<file path="src/rtl/gps_pkg.sv">
// Shared GPS-side receive types: UART framing constants and receiver FSM states.
package gps_pkg;

    localparam int UART_DATA_BITS = 8;

    typedef enum logic [1:0] {
        IDLE  = 2'd0,
        START = 2'd1,
        DATA  = 2'd2,
        STOP  = 2'd3
    } rx_state_t;

endpackage

</file>
<file path="src/rtl/gps_uart_byte_rx_sync_2ff.sv">
// Two-flop synchronizer for one asynchronous bit; both flops reset to RESET_VAL.
// Latency: 2 cycles; no backpressure.
module sync_2ff #(
    parameter logic RESET_VAL = 1'b1
) (
    input  logic clk,
    input  logic rst,
    input  logic d_in,
    output logic q_out
);

    logic meta_q, meta_d;
    logic sync_q, sync_d;

    always_comb begin
        meta_d = d_in;
        sync_d = meta_q;
    end

    always_ff @(posedge clk) begin
        if (rst) begin
            meta_q <= RESET_VAL;
            sync_q <= RESET_VAL;
        end else begin
            meta_q <= meta_d;
            sync_q <= sync_d;
        end
    end

    assign q_out = sync_q;

endmodule

</file>
<file path="src/rtl/gps_uart_byte_rx.sv">
// 8N1 UART receiver: byte out on valid/ready, plus framing-error and overrun pulses.
// Latency: byte valid on the edge after the mid-stop-bit sample; a full holding register drops new bytes (overrun).
module gps_uart_byte_rx
    import gps_pkg::*;
#(
    parameter int CLKS_PER_BIT = 868
) (
    input  logic                      clk,
    input  logic                      rst,
    input  logic                      rx,
    output logic [UART_DATA_BITS-1:0] byte_data,
    output logic                      byte_valid,
    input  logic                      byte_ready,
    output logic                      frame_err,
    output logic                      overrun,
    output logic                      busy
);

    localparam int CNT_W = $clog2(CLKS_PER_BIT);
    localparam int IDX_W = $clog2(UART_DATA_BITS);
    localparam logic [CNT_W-1:0] HALF_LOAD = CNT_W'(CLKS_PER_BIT / 2 - 1);
    localparam logic [CNT_W-1:0] FULL_LOAD = CNT_W'(CLKS_PER_BIT - 1);
    localparam logic [IDX_W-1:0] LAST_IDX  = IDX_W'(UART_DATA_BITS - 1);

    logic rx_s;

    rx_state_t                 state_q, state_d;
    logic [CNT_W-1:0]          cnt_q, cnt_d;
    logic [IDX_W-1:0]          idx_q, idx_d;
    logic [UART_DATA_BITS-1:0] shift_q, shift_d;
    logic [UART_DATA_BITS-1:0] data_q, data_d;
    logic                      valid_q, valid_d;
    logic                      fe_q, fe_d;
    logic                      ov_q, ov_d;
    logic                      brk_q, brk_d;

    sync_2ff #(
        .RESET_VAL (1'b1)
    ) u_rx_sync (
        .clk   (clk),
        .rst   (rst),
        .d_in  (rx),
        .q_out (rx_s)
    );

    always_comb begin
        state_d = state_q;
        cnt_d   = cnt_q;
        idx_d   = idx_q;
        shift_d = shift_q;
        data_d  = data_q;
        valid_d = valid_q;
        fe_d    = 1'b0;
        ov_d    = 1'b0;
        brk_d   = brk_q;

        if (valid_q && byte_ready) begin
            valid_d = 1'b0;
        end

        case (state_q)
            IDLE: begin
                // After a low stop bit the line must be seen high before a new start counts.
                if (brk_q) begin
                    if (rx_s) begin
                        brk_d = 1'b0;
                    end
                end else if (!rx_s) begin
                    state_d = START;
                    cnt_d   = HALF_LOAD;
                end
            end
            START: begin
                if (cnt_q == '0) begin
                    if (rx_s) begin
                        state_d = IDLE;
                    end else begin
                        state_d = DATA;
                        cnt_d   = FULL_LOAD;
                        idx_d   = '0;
                    end
                end else begin
                    cnt_d = cnt_q - 1'b1;
                end
            end
            DATA: begin
                if (cnt_q == '0) begin
                    shift_d[idx_q] = rx_s;
                    cnt_d          = FULL_LOAD;
                    if (idx_q == LAST_IDX) begin
                        state_d = STOP;
                        idx_d   = '0;
                    end else begin
                        idx_d = idx_q + 1'b1;
                    end
                end else begin
                    cnt_d = cnt_q - 1'b1;
                end
            end
            STOP: begin
                if (cnt_q == '0) begin
                    state_d = IDLE;
                    if (rx_s) begin
                        // A byte being consumed this cycle frees the register for the new one.
                        if (!valid_q || byte_ready) begin
                            data_d  = shift_q;
                            valid_d = 1'b1;
                        end else begin
                            ov_d = 1'b1;
                        end
                    end else begin
                        fe_d  = 1'b1;
                        brk_d = 1'b1;
                    end
                end else begin
                    cnt_d = cnt_q - 1'b1;
                end
            end
            default: begin
                state_d = IDLE;
                cnt_d   = '0;
            end
        endcase
    end

    always_ff @(posedge clk) begin
        if (rst) begin
            state_q <= IDLE;
            cnt_q   <= '0;
            idx_q   <= '0;
            shift_q <= '0;
            data_q  <= '0;
            valid_q <= 1'b0;
            fe_q    <= 1'b0;
            ov_q    <= 1'b0;
            brk_q   <= 1'b0;
        end else begin
            state_q <= state_d;
            cnt_q   <= cnt_d;
            idx_q   <= idx_d;
            shift_q <= shift_d;
            data_q  <= data_d;
            valid_q <= valid_d;
            fe_q    <= fe_d;
            ov_q    <= ov_d;
            brk_q   <= brk_d;
        end
    end

    assign byte_data  = data_q;
    assign byte_valid = valid_q;
    assign frame_err  = fe_q;
    assign overrun    = ov_q;
    assign busy       = (state_q != IDLE);

endmodule

</file>
<file path="config.mk">
export PLATFORM = sky130hd
export DESIGN_NAME = gps_uart_byte_rx
export DESIGN_NICKNAME = d
export VERILOG_FILES = /design/src/rtl/gps_pkg.sv /design/src/rtl/gps_uart_byte_rx_sync_2ff.sv /design/src/rtl/gps_uart_byte_rx.sv
export SDC_FILE = /design/constraint.sdc
export NUM_CORES = 1
export LEC_CHECK = 0
export BUFFER_PORTS_ARGS = -buffer_cell sky130_fd_sc_hd__buf_2
export CAP_MARGIN = 20
export CORE_ASPECT_RATIO = 0.5
export CORE_MARGIN = 2
export CORE_UTILIZATION = 59
export CTS_CLUSTER_DIAMETER = 200
export DETAILED_ROUTE_END_ITERATION = 6
export HOLD_SLACK_MARGIN = 0.05
export PLACE_DENSITY_LB_ADDON = 0.08
export SYNTH_ARGS = -nofsm -noshare
export SYNTH_HDL_FRONTEND = slang
export SYNTH_SLANG_ARGS = --single-unit
</file>
<file path="constraint.sdc">
create_clock -name clk -period 2.6 [get_ports clk]
set_clock_uncertainty 0.1 [all_clocks]
set_input_delay 0.13 -clock clk [delete_from_list [all_inputs] [get_ports clk]]
set_output_delay 0.13 -clock clk [all_outputs]
set_load 0.02 [all_outputs]
</file>
; ---- Word level (Yosys, flattened, before mapping)
; Index checks and enable logic that the tools add are counted.
[classes]
div = 0
n_mul = 0
bitwise_logic = 3
n_eq_ne = 14
n_lt_le_gt_ge = 2
n_reduce_logical = 17
addsub = 2
muxes = 34
n_shift = 0
[ops]
columns = operator, n
row1 = 2-to-1 mux 10 bit, 6
row2 = one-hot mux 10 bit (4 select lines), 1
row3 = "!= test 2 bit, second input constant", 9
row4 = 2-to-1 mux 2 bit, 7
row5 = 2-to-1 mux 3 bit, 4
row6 = AND reduction 4 bit, 3
row7 = 2-to-1 mux 1 bit, 11
row8 = zero test 10 bit, 1
row9 = "subtractor 10 x 1 -> 10 bit, second input constant", 1
row10 = bitwise mux 8 bit, 1
row11 = one-hot mux 2 bit (4 select lines), 1
row12 = one-hot mux 3 bit (2 select lines), 1
row13 = AND reduction 6 bit, 1
row14 = nonzero test 2 bit, 3
row15 = "== test 2 bit, second input constant", 2
row16 = "less-than comparator 3 x 4 -> 1 bit, second input constant", 1
row17 = OR reduction 4 bit, 1
row18 = "adder 3 x 1 -> 3 bit, second input constant", 1
row19 = demux 1 bit (select 3 bit), 1
row20 = "== test 3 bit, second input constant", 1
row21 = ">= comparator 3 x 1 -> 1 bit, second input constant", 1
row22 = "!= test 3 bit, second input constant", 1
row23 = NOT 1 bit, 3
row24 = AND reduction 3 bit, 1
row25 = 8 further kinds, 9
[totals]
word_cells = 83
reg_bits = 37
out_inout_bits = 12
n_memories = 0
ramBits = 0
latch_bits = 0
rom_bits = 0

; ---- Depth between registers and ports, before layout
[logic_depth]
ltp_word = 6
ltp_mapped = 7
mapped_depth_nobuf = 6

; ---- Hierarchy
; From an unflattened synthesis, not the netlist that was laid out.
[hier_totals]
cells_unflattened = 238
area_unflattened_um2 = 2024.4
[by_module_without_submodules]
columns = module, seq_area_each_um2, n_inst, area_per_inst_um2, cells_each
row1 = gps_uart_byte_rx, 700.7, 1, 1971.9, 234
row2 = sync_2ff, 40.0, 1, 52.6, 4

; ---- Worst setup path after synthesis
; OpenSTA, ideal clock, no wires.
[synth_timing]
kind = reg-to-reg
start = register cnt_q[0]
end = register cnt_q[4]
path_stages_with_launch = 8
setup_slack_ns = 0.603
arrival_ns = 1.815
required_time_ns = 2.418
path_buffers = 1
synth_period_minus_slack_ns = 1.997
cell_sequence = dfxtp_1 inv_1 ha_1 nor4b_4 and4_1 clkbuf_1 or4_1 o221ai_1
[synth_via]
elab_chain_len = 3
elab_cells_between_ends = 9
classes_between = add/sub (1) / eq/ne (2) / mux (4) / reduce/logical (2)
[synth_rtl]
columns = element, line_no
row1 = "start, declared", gps_uart_byte_rx.sv:28  ; logic [CNT_W-1:0] cnt_q, cnt_d;
row2 = "start signal, assigned", gps_uart_byte_rx.sv:139  ; cnt_q <= cnt_d;
row3 = subtractor 10 x 1 -> 10 bit / zero test 10 bit (equally long branches), -
row4 = "2-to-1 mux 10 bit, or another cell as far along", gps_uart_byte_rx.sv:101  ; if (cnt_q == '0) begin
row5 = one-hot mux 10 bit (4 select lines) / AND reduction 4 bit (equally long branches), -
; Parallel ways exist; a longest one is shown, timed or not. The select of a mux whose other input is x is not followed.
; A chain may end at the register's enable or synchronous reset.

; ---- Worst setup path in the final report
[layout_timing]
start = register cnt_q[0]
end = register shift_q[6]
[layout_via]
elab_chain_len = 2
[layout_rtl]
columns = element, line_no
row1 = zero test 10 bit, gps_uart_byte_rx.sv:87  ; if (cnt_q == '0) begin
row2 = AND reduction 2 bit (no source line), -
row3 = "end signal, assigned", gps_uart_byte_rx.sv:141  ; shift_q <= shift_d;
row4 = "end, declared", gps_uart_byte_rx.sv:30  ; logic [UART_DATA_BITS-1:0] shift_q, shift_d;
; No other way between the ends.

==> flow_summary.ini <==
[die]
rows = 15
die_area_mm2 = 0.00400
die_y_um = 45.7
start_util_pct = 60.8
die_x_um = 87.5
core_mm2 = 0.00338
io_pins = 16

[global_route]
grt_pass1_vias = 1630
grt_pass1_wl_um = 7590
gr-total-overflow = 0
gr-usage-all-layers_pct = 24.6
grt_max_degree = 43
antenna_found_initial = 0

[flow_run]
maxCapViolCount = 0

[yosys]
async_flop_share_pct = 0
yosysUniqueCellTypes = 48
syn_area_per_cell_um2 = 8.60
yosysWarnings = 0
synth_edf_count = 0
netlist_area_mm2 = 0.00205
syn_inst = 239
synth_seq_area_share_pct = 36.1
synthFlopType = dfxtp_1
syn-num-nets = 252
ys_ff_latch = 37

[cts]
insertion_delay_ns = 0.29
cts_buffer_depth = 2
cts_tree = done
h-tree-depth = 2
cts.sink_count = 37
cts_buffers = 5
clk_pin_slew_ns = 0.08
clk_root_buffer_cell = clkbuf_8
cts_setup_buffers = 0

[worst_setup_path]
startpoint = cnt_q[0]
startpoint_type = register
reg2regPathDepth = 7
path_max_fanout = 18
timing.rr.end = shift_q[6]
worstSetupEndpointType = register
crit_chain = inv_1 > ha_1 > or4b_1 > nor3_2 > buf_4 > nand4_1 > mux2i_1
cp_slowest_stage_delay_ns = 0.52
crit_type = reg -> reg
crit_required_ns = 2.68
timing.rr.start = cnt_q[0]
worst-endpoint-arrival_ns = 2.46
slowest_stage = or4b_1
cp-endpoint = shift_q[6]
rrSetupSlack_ns = 0.22

[placed_design]
place_congestion = 0.966
place_ws_ns = 0.263
io_buffers = 15
dp_hpwl_um = 3200
dp_cells = 285

[sta]
rsz0062_at_grt = false
period_minus_slack_ns = 2.38
final_hold_viol_count = 0
setup_violations = 0
relSlewSlack_pct = 43.5
setup_tns_ns = 0
hold_slack_ns = 0.289
post-route-period-util_pct = 91.6
tightest_slew_ns = 0.840
setup_ws_ns = 0.218
drv_slew = 0
fmax_mhz = 420

[route]
wirelength_um = 4710
route.vias.total = 1894
post_drt_wl_per_cell_um = 16.0
drt_iter0_drc = 86
final_antenna_net_count = 0
vias_per_cell = 6.42
drc = 0
drt-pass1-iter-count = 4

[power_and_ir_drop]
powerDensity_mw_per_mm2 = 790
peakVddDrop_uv = 392
p_leak_uw = 0.000912

[layout]
area_growth_syn_to_layout_pct = 11.7
fin_nets = 265
finalNonFillerCells = 295
diodes = 0
drive_gt1_share_pct = 15.4

[worst_hold_path]
min_path_type = in -> reg

[outcome]
status = finished clean
-- report_power, final --
part	switching, uW	total (uW)	internal [uW]
clock	216	528	312
sequential	55.2	653	598
combinational	401	633	232
total	672	1810	1140
-- cell families after synthesis --
family | Yosys count | synth area share (%)
buffers and inverters | 25 | 4.81
AO/OA/AOI/OAI | 66 | 21.7
multiplexers | 7 | 3.41
adder cells (fa/ha/maj) | 9 | 5.48
AND/OR/NAND/NOR | 95 | 28.5
flip-flops | 37 | 36.1
-- flip-flops by register name (all words and copies together), names as in the netlist, named ones only --
name	cells
overrun	1
frame_err	1
state_q	1
cnt_q	10
brk_q	1
u_rx_sync.q_out	1
shift_q	8
byte_data	8
byte_valid	1
idx_q	3
u_rx_sync.meta_q	1
-- metal layers --
metal  global-route usage [%]  vias up  part of all wire [%]
li1                         -      922                     -
met1                     34.0      887                    50
met2                     39.8       77                    43
met3                     5.98        8                   6.4
met4                     5.23        0                  0.62
met5                        0        -                     0
-- area by class of cell --
type	instances	area, um2
well taps	42	52.6
multi-input cells	177	1210
inverters	9	33.8
repair buffers	22	133
clock buffers	6	82.6
clock inverters	2	37.5
flip-flops and latches	37	741
fillers	292	1080
-- placed cells by master, fill, tap and decap left out, types with 2 or more instances in the layout --
master and instances:
a211oi_1 4, a31o_2 2, or4b_1 2, o221ai_1 2, a221oi_1 3, ha_1 9
or2_2 2, o41ai_1 2, nand3_1 16, o21ai_0 14, a31oi_1 5, nor2_1 12
nand4_1 8, nor3_1 7, clkbuf_8 6, nand2_1 8, a21oi_1 19, mux2i_1 7
a21o_1 2, dlygate4sd3_1 2, dfxtp_1 37, a41oi_1 3, nand4b_1 2, nor2b_1 8
nand2b_1 12, nand3b_1 4, inv_1 9, buf_4 5, nor4_1 5, buf_2 15
-- stage by stage --
stage          total power (uW)  cell area, um2  util [%]
6_report                   1810            2290      67.9
5_1_grt                    1900            2290      67.9
4_1_cts                    1800            2290      67.9
3_5_place_dp               1280            2150      63.8
3_3_place_gp               1270            2150      63.8
2_1_floorplan              1120            2050         -
-- how the worst min path moves through the flow --
stage                          start          endpoint  slack (ns)  cells after the start
floorplan                         rx  u_rx_sync.meta_q        0.13                      1
global placement                  rx  u_rx_sync.meta_q        0.21                      2
detailed placement                rx  u_rx_sync.meta_q        0.22                      2
CTS                              rst        byte_valid        0.27                      2
global route        u_rx_sync.meta_q   u_rx_sync.q_out        0.32                      1
finish                           rst        byte_valid        0.29                      2
-- worst max-delay path: cells and delay by family (launching register included) --
kind          cells  cell delay, ns
fa+ha+maj         1            0.32
simple gates      3            0.97
buf+inv           2            0.40
flops             1            0.33
mux               1            0.15
-- Yosys cell counts (8+ instances only) --
cell type	instances	share of area [%]
a21oi_1	19	4.6
clkbuf_1	12	2.2
dfxtp_1	37	36
ha_1	9	5.5
inv_1	9	1.6
nand2_1	8	1.5
nand2b_1	12	3.7
nand3_1	16	3.9
nand4_1	8	2.4
nor2_1	12	2.2
nor2b_1	8	2.4
o21ai_0	14	3.4
-- timing repair --
item                                   4_1_cts  5_1_grt
endpoints found under the hold margin        2        0
hold buffers                                 2        0
resized for setup                            0        0
Power figures use the tool's default switching activity.
